==> src/rtl/full_adder_pkg.sv <==
// Shared constants and the arithmetic reference for the ripple-carry adder.
// ref_add returns {carry, sum} in bits [width:0], computed with plain addition.
package full_adder_pkg;

  localparam int MAX_WIDTH = 64;

  function automatic logic [MAX_WIDTH:0] ref_add(
    input logic [MAX_WIDTH-1:0] a,
    input logic [MAX_WIDTH-1:0] b,
    input logic                 ci,
    input int unsigned          width
  );
    logic [MAX_WIDTH-1:0] mask;
    logic [MAX_WIDTH:0]   total;
    mask  = (width >= MAX_WIDTH) ? {MAX_WIDTH{1'b1}}
                                 : (({{(MAX_WIDTH-1){1'b0}}, 1'b1} << width) - 1'b1);
    total = {1'b0, a & mask} + {1'b0, b & mask} + {{MAX_WIDTH{1'b0}}, ci};
    return total;
  endfunction

endpackage

==> src/rtl/full_adder_cell.sv <==
// 1-bit full adder: purely combinational, zero latency, no flow control.
module full_adder_cell
  import full_adder_pkg::*;
(
  input  logic a,
  input  logic b,
  input  logic ci,
  output logic s,
  output logic co
);

  assign s  = a ^ b ^ ci;
  assign co = (a & b) | (a & ci) | (b & ci);

endmodule

==> src/rtl/full_adder_unit.sv <==
// WIDTH-bit ripple-carry adder; s/co are combinational, s_q/co_q/ovf_q/out_valid
// are captured one cycle after an in_valid strobe. Accepts one operand set per cycle, never stalls.
module full_adder_unit
  import full_adder_pkg::*;
#(
  parameter int WIDTH = 1
) (
  input  logic             clk,
  input  logic             rst_n,
  input  logic [WIDTH-1:0] a,
  input  logic [WIDTH-1:0] b,
  input  logic             ci,
  input  logic             in_valid,
  output logic [WIDTH-1:0] s,
  output logic             co,
  output logic [WIDTH-1:0] s_q,
  output logic             co_q,
  output logic             ovf_q,
  output logic             out_valid
);

  if (WIDTH < 1 || WIDTH > MAX_WIDTH) begin : g_bad_width
    $error("full_adder_unit: WIDTH out of range 1..64");
  end

  logic [WIDTH:0] c;
  logic           ovf;

  assign c[0] = ci;

  for (genvar i = 0; i < WIDTH; i++) begin : g_cell
    full_adder_cell u_cell (
      .a  (a[i]),
      .b  (b[i]),
      .ci (c[i]),
      .s  (s[i]),
      .co (c[i+1])
    );
  end

  assign co  = c[WIDTH];
  // Signed overflow: carry into the sign bit disagrees with carry out of it.
  assign ovf = c[WIDTH-1] ^ c[WIDTH];

  logic [WIDTH-1:0] sum_d, sum_q;
  logic             co_d, co_q_r;
  logic             ovf_d, ovf_q_r;
  logic             vld_d, vld_q;

  always_comb begin
    sum_d = sum_q;
    co_d  = co_q_r;
    ovf_d = ovf_q_r;
    vld_d = 1'b0;
    if (in_valid) begin
      sum_d = s;
      co_d  = co;
      ovf_d = ovf;
      vld_d = 1'b1;
    end
  end

  always_ff @(posedge clk) begin
    if (!rst_n) begin
      sum_q   <= '0;
      co_q_r  <= 1'b0;
      ovf_q_r <= 1'b0;
      vld_q   <= 1'b0;
    end else begin
      sum_q   <= sum_d;
      co_q_r  <= co_d;
      ovf_q_r <= ovf_d;
      vld_q   <= vld_d;
    end
  end

  assign s_q       = sum_q;
  assign co_q      = co_q_r;
  assign ovf_q     = ovf_q_r;
  assign out_valid = vld_q;

endmodule

==> config.mk <==
export PLATFORM = sky130hd
export DESIGN_NAME = full_adder_unit
export DESIGN_NICKNAME = d
export VERILOG_FILES = /design/src/rtl/full_adder_pkg.sv /design/src/rtl/full_adder_cell.sv /design/src/rtl/full_adder_unit.sv
export SDC_FILE = /design/constraint.sdc
export NUM_CORES = 1
export LEC_CHECK = 0
export CORE_AREA = 2 2 39 41
export DETAILED_ROUTE_END_ITERATION = 10
export DIE_AREA = 0 0 41 43
export HOLD_SLACK_MARGIN = 0.06
export PLACE_DENSITY = 0.45
export SLEW_MARGIN = 20
export SYNTH_ARGS = -nofsm -noshare
export SYNTH_HDL_FRONTEND = slang
export SYNTH_SLANG_ARGS = --single-unit
==> constraint.sdc <==
create_clock -name clk -period 2 [get_ports clk]
set_clock_uncertainty 0.05 [all_clocks]
set_input_delay 0.4 -clock clk [delete_from_list [all_inputs] [get_ports clk]]
set_output_delay 0.4 -clock clk [all_outputs]
set_load 0.005 [all_outputs]
==> Word-level counts from Yosys, hierarchy flattened <==
Index checks and enable logic that the tools add are counted.
{ "word_totals": {"register_bits": 4, "input_bits": 6, "out_inout_bits": 6, "elab_cells": 13} }
{ "classes": {"muxes": 1, "bitwise_logic": 8} }
{ "ops": {"columns": ["cell", "count"], "rows": [
  ["$and A1 B1 Y1", 3],
  ["$xor A1 B1 Y1", 3],
  ["$or A1 B1 Y1", 2],
  ["$mux W1", 1]
]} }

==> Logic depth before layout (Yosys ltp) <==
{ "depth": {"ltp_word": 4, "ltp_mapped": 3, "mapped_depth_nobuf": 3} }

==> Modules after synthesis <==
Synthesis repeated with hierarchy kept, for this count alone.
{ "hier_totals": {"hier_cells": 13, "area_unflattened_um2": 158.9} }
{ "modules_own_cells": {"columns": ["mod", "instances", "cells_per_inst", "area_each_um2", "seq_area_each_um2"], "rows": [
  ["full_adder_unit", 1, 12, 138.9, 80.1],
  ["full_adder_cell", 1, 1, 20.0, 0.0]
]} }

==> Worst setup path after synthesis <==
Ideal clock, no wire load.
{ "synth_timing": {"kind": "input-to-output", "start": "in a", "end": "out s", "arrival_time_ns": 0.953, "required_time_ns": 1.550, "slack_ns": 0.597, "cell_stages": 1, "n_path_buf": 0, "cell_sequence": "fa_1"} }
{ "synth_between": {"elab_chain_len": 2} }
{ "synth_rtl": {"columns": ["item", "line_no", "source"], "rows": [
  ["from (decl)", "full_adder_unit.sv:10", "input logic [WIDTH-1:0] a,"],
  ["$xor A1 B1 Y1 (2 in series)", "full_adder_cell.sv:12", "assign s = a ^ b ^ ci;"],
  ["to (decl)", "full_adder_unit.sv:14", "output logic [WIDTH-1:0] s,"]
]} }
Every way passes these cells.

==> Worst setup path in the final report <==
{ "layout_timing": {"start": "in b", "end": "out s"} }
{ "layout_between": {"elab_chain_len": 2} }
{ "layout_rtl": {"columns": ["item", "line_no", "source"], "rows": [
  ["from (decl)", "full_adder_unit.sv:11", "input logic [WIDTH-1:0] b,"],
  ["$xor A1 B1 Y1 (2 in series)", "full_adder_cell.sv:12", null]
]} }
Every way passes these cells.

==> impl_results.md <==
* 1st-iter DRT viols at 0
* Xor/xnor share of the synthesized area at 0.0551
* Cts hold-fix bufs at 0
* Register area at 80.1 µm²
* Die height at 43 µm
* Tot GR Track Use at 0.0581
* Kind of end point of the critical path: output pin
* Clk pwr share at 0.410
* DRC violations left at 0
* Final worst path period share at 0.943
* Gate power share at 0.214
* Status: complete, no violations
* Share of cells above drive strength 1 at 0.276
* IO Pins at 12
* Initial cell density of the core at 0.115
* Pwr dens at 730 nW/µm²
* Minimum clock period at 1890 ps
* Net Switching at 0.0498 mW
* Vias in the first global route at around 150
* Internal power at 0.188 mW
* CTS HTree Levels at 1
* Synthesized cell area at 159 µm²
* Final WL at ~370 µm
* I/O Buffers at 11
* Worst setup SP type: input port
* Initial antenna violation count at 0
* Met1 Wirelength at 171 µm
* Flops & latches, synth at 4
* Via/cell ratio at 3.42
* Largest net degree at the start of global routing at 6
* Cell Count, Final, Fillers Out at 45
* Max-cap violation count at 0
* Wire length on met2 at 137 µm
* Count of final setup violators at 0
* Seq/Total Area, Yosys at 0.504
* Synth area leaders: dfxtp_1, fa_1, mux2i_1
* Num CTS Buffers at 3
* Max layer used: met3
* RR Startpoint: ovf_q$_SDFFE_PN0P_
* R2R depth at 2
* Clk slew on worst S/H paths at 40 ps
* Worst setup path endpoint: s
* Simple-gate share of the synthesized area at 0.126
* GRT overflow at 0
* GPL Wtd Cong at 0.666
* Detail Route Antenna Nets at 0
* Setup crit start: b
* # Post-CTS Setup Buffers at 0
* Post-synthesis compound-gate area fraction at 0.0630
* Adder-cell share of the synthesized area at 0.126
* Slew Viols, Final at 0
* Cell Rows at 14
* Worst-Skew Late Latency at ~230 ps
* Synth top area share at 0.504
* Worst-path fanout max at 2
* Slew HR at 0.864
* Worst r2r dst: ovf_q$_SDFFE_PN0P_
* Most frequent cell after synthesis: dfxtp_1
* Syn Area/Cell at between 10 and 15 µm²
* Reg2reg setup slack at approximately 1300 ps
* Mux cell area share after synthesis at 0.126
* FILL cells at 157
* ANT cells at 0
* Top cell type by total area after synthesis: dfxtp_1
* HP Class: reg2reg
* Yosys Warn Count at 0
* Largest family of logic cells by synthesized area: simple AND/OR/NAND/NOR gates
* Async set-reset flop share out of synthesis at 0
* Post-synth top cells: dfxtp_1, mux2i_1, nor2b_1
* Max Root-Sink Buffers at 2
* Worst path required time at 1550 ps
* Area Overhead vs Synth at 105%
* Multi-input logic area at about 80 µm²
* Vias at roughly 150
* F_max at 530 MHz
* CORE AREA at 1380 µm²
* CTS tree: done
* Leak pwr at about 0.13 nW
* Placed insts at 42
* Detailed Routing Iterations Pass 1 at 1
* Critical path type: in2out
* Worst VDD drop at between 150 and 200 µV
* Final Net Count at 38
* Arr. time, crit path at 1440 ps
* Cells after Synth at 13
* Sequential power share at 0.376
* Chip Width at 41 µm
* Root buffer cell: clkbuf_4
* Setup_tns at 0 ps
* Clock Sinks at 4
* Actual slew at the worst max-slew pin at 204 ps
* Final hold vios at 0
* Synth unique cells at 8
* Unrepaired setup endpoints after global routing: no
* First-pass GRT wire length at 593 µm
* DR WL/cell at just over 8 µm
* Switching share of power at 0.210
* Syn nets at 20
* Met3 routed WL at approximately 60 µm
* Die ar. at 1760 µm²
* Top FF cell, synth: dfxtp_1
* Post-synth EDFFs at 0
cells in the final DEF (no fill, tap or decap):
cell,instances
xnor2_1,1
dfxtp_1,4
dlygate4sd2_1,4
clkbuf_4,3
nor2b_1,2
o21ai_0,1
fa_2,1
and2_2,1
mux2i_1,2
buf_4,2
clkdlybuf4s15_2,1
clkdlybuf4s50_1,6
a21oi_1,1
cells by family (layout without fill, tap and decap cells):
group	after synthesis	in the layout
simple gates	3	3
buf+inv	0	16
fa+ha+maj	1	1
xor+xnor	1	1
flops	4	4
mux	2	2
compound gates	2	2
metal layers:
layer / GRT usage / up-vias
met3: 0.0471 / 0
met1: 0.0543 / 66
met4: 0.0600 / 0
met5: 0 / -
li1: - / 76
met2: 0.0719 / 12
sequential cells by signal, indices dropped and copies added (netlist names):
register	cells
co_q	1
out_valid	1
ovf_q	1
s_q	1
critical path: stages:
cell	delay (ps)
dlygate4sd2_1	250
fa_2	580
clkdlybuf4s15_2	200
repair_timing:
item                                    4_1_cts  5_1_grt
endpoints found under the setup margin        2        0
gates resized for setup                       8        0
hold endpoints to repair                      0        0
worst min-delay path by stage:
stage	startpoint	endpoint	slack (ps)	cells after the start
5_1_grt	ovf_q$_SDFFE_PN0P_	ovf_q$_SDFFE_PN0P_	500	2
3_5_place_dp	s_q$_SDFFE_PN0P_	s_q$_SDFFE_PN0P_	460	2
2_1_floorplan	in_valid	ovf_q$_SDFFE_PN0P_	440	1
6_report	s_q$_SDFFE_PN0P_	s_q$_SDFFE_PN0P_	480	2
4_1_cts	s_q$_SDFFE_PN0P_	s_q$_SDFFE_PN0P_	470	2
3_3_place_gp	s_q$_SDFFE_PN0P_	s_q$_SDFFE_PN0P_	460	2
power by group through the flow:
| stage | registers [mW] | logic, mW | clock network, mW |
|---|---|---|---|
| floorplan | 0.0907 | 0.0155 | 0 |
| global placement | 0.0901 | 0.0547 | 0 |
| detailed placement | 0.0903 | 0.0554 | 0 |
| CTS | 0.0892 | 0.0519 | 0.104 |
| global route | 0.0898 | 0.0573 | 0.111 |
| finish | 0.0892 | 0.0509 | 0.0974 |
through the flow:
step / power, mW / hold WS (ps) / util / setup WS (ps) / area [µm²]
2_1_floorplan: 0.106 / 439 / - / 597 / 159
3_3_place_gp: 0.145 / 460 / 0.220 / -360 / 304
3_5_place_dp: 0.146 / 460 / 0.220 / -370 / 304
4_1_cts: 0.245 / 473 / 0.235 / 110 / 325
5_1_grt: 0.258 / 504 / 0.235 / 69.5 / 325
6_report: 0.237 / 477 / 0.235 / 114 / 325
layout make-up:
class / instances / area share
timing repair buffer: 13 / 0.373
clock buffer: 3 / 0.0692
multi-input combinational: 9 / 0.250
sequential: 4 / 0.246
tap: 16 / 0.0615
No activity file was read; power rests on OpenSTA's default activity.
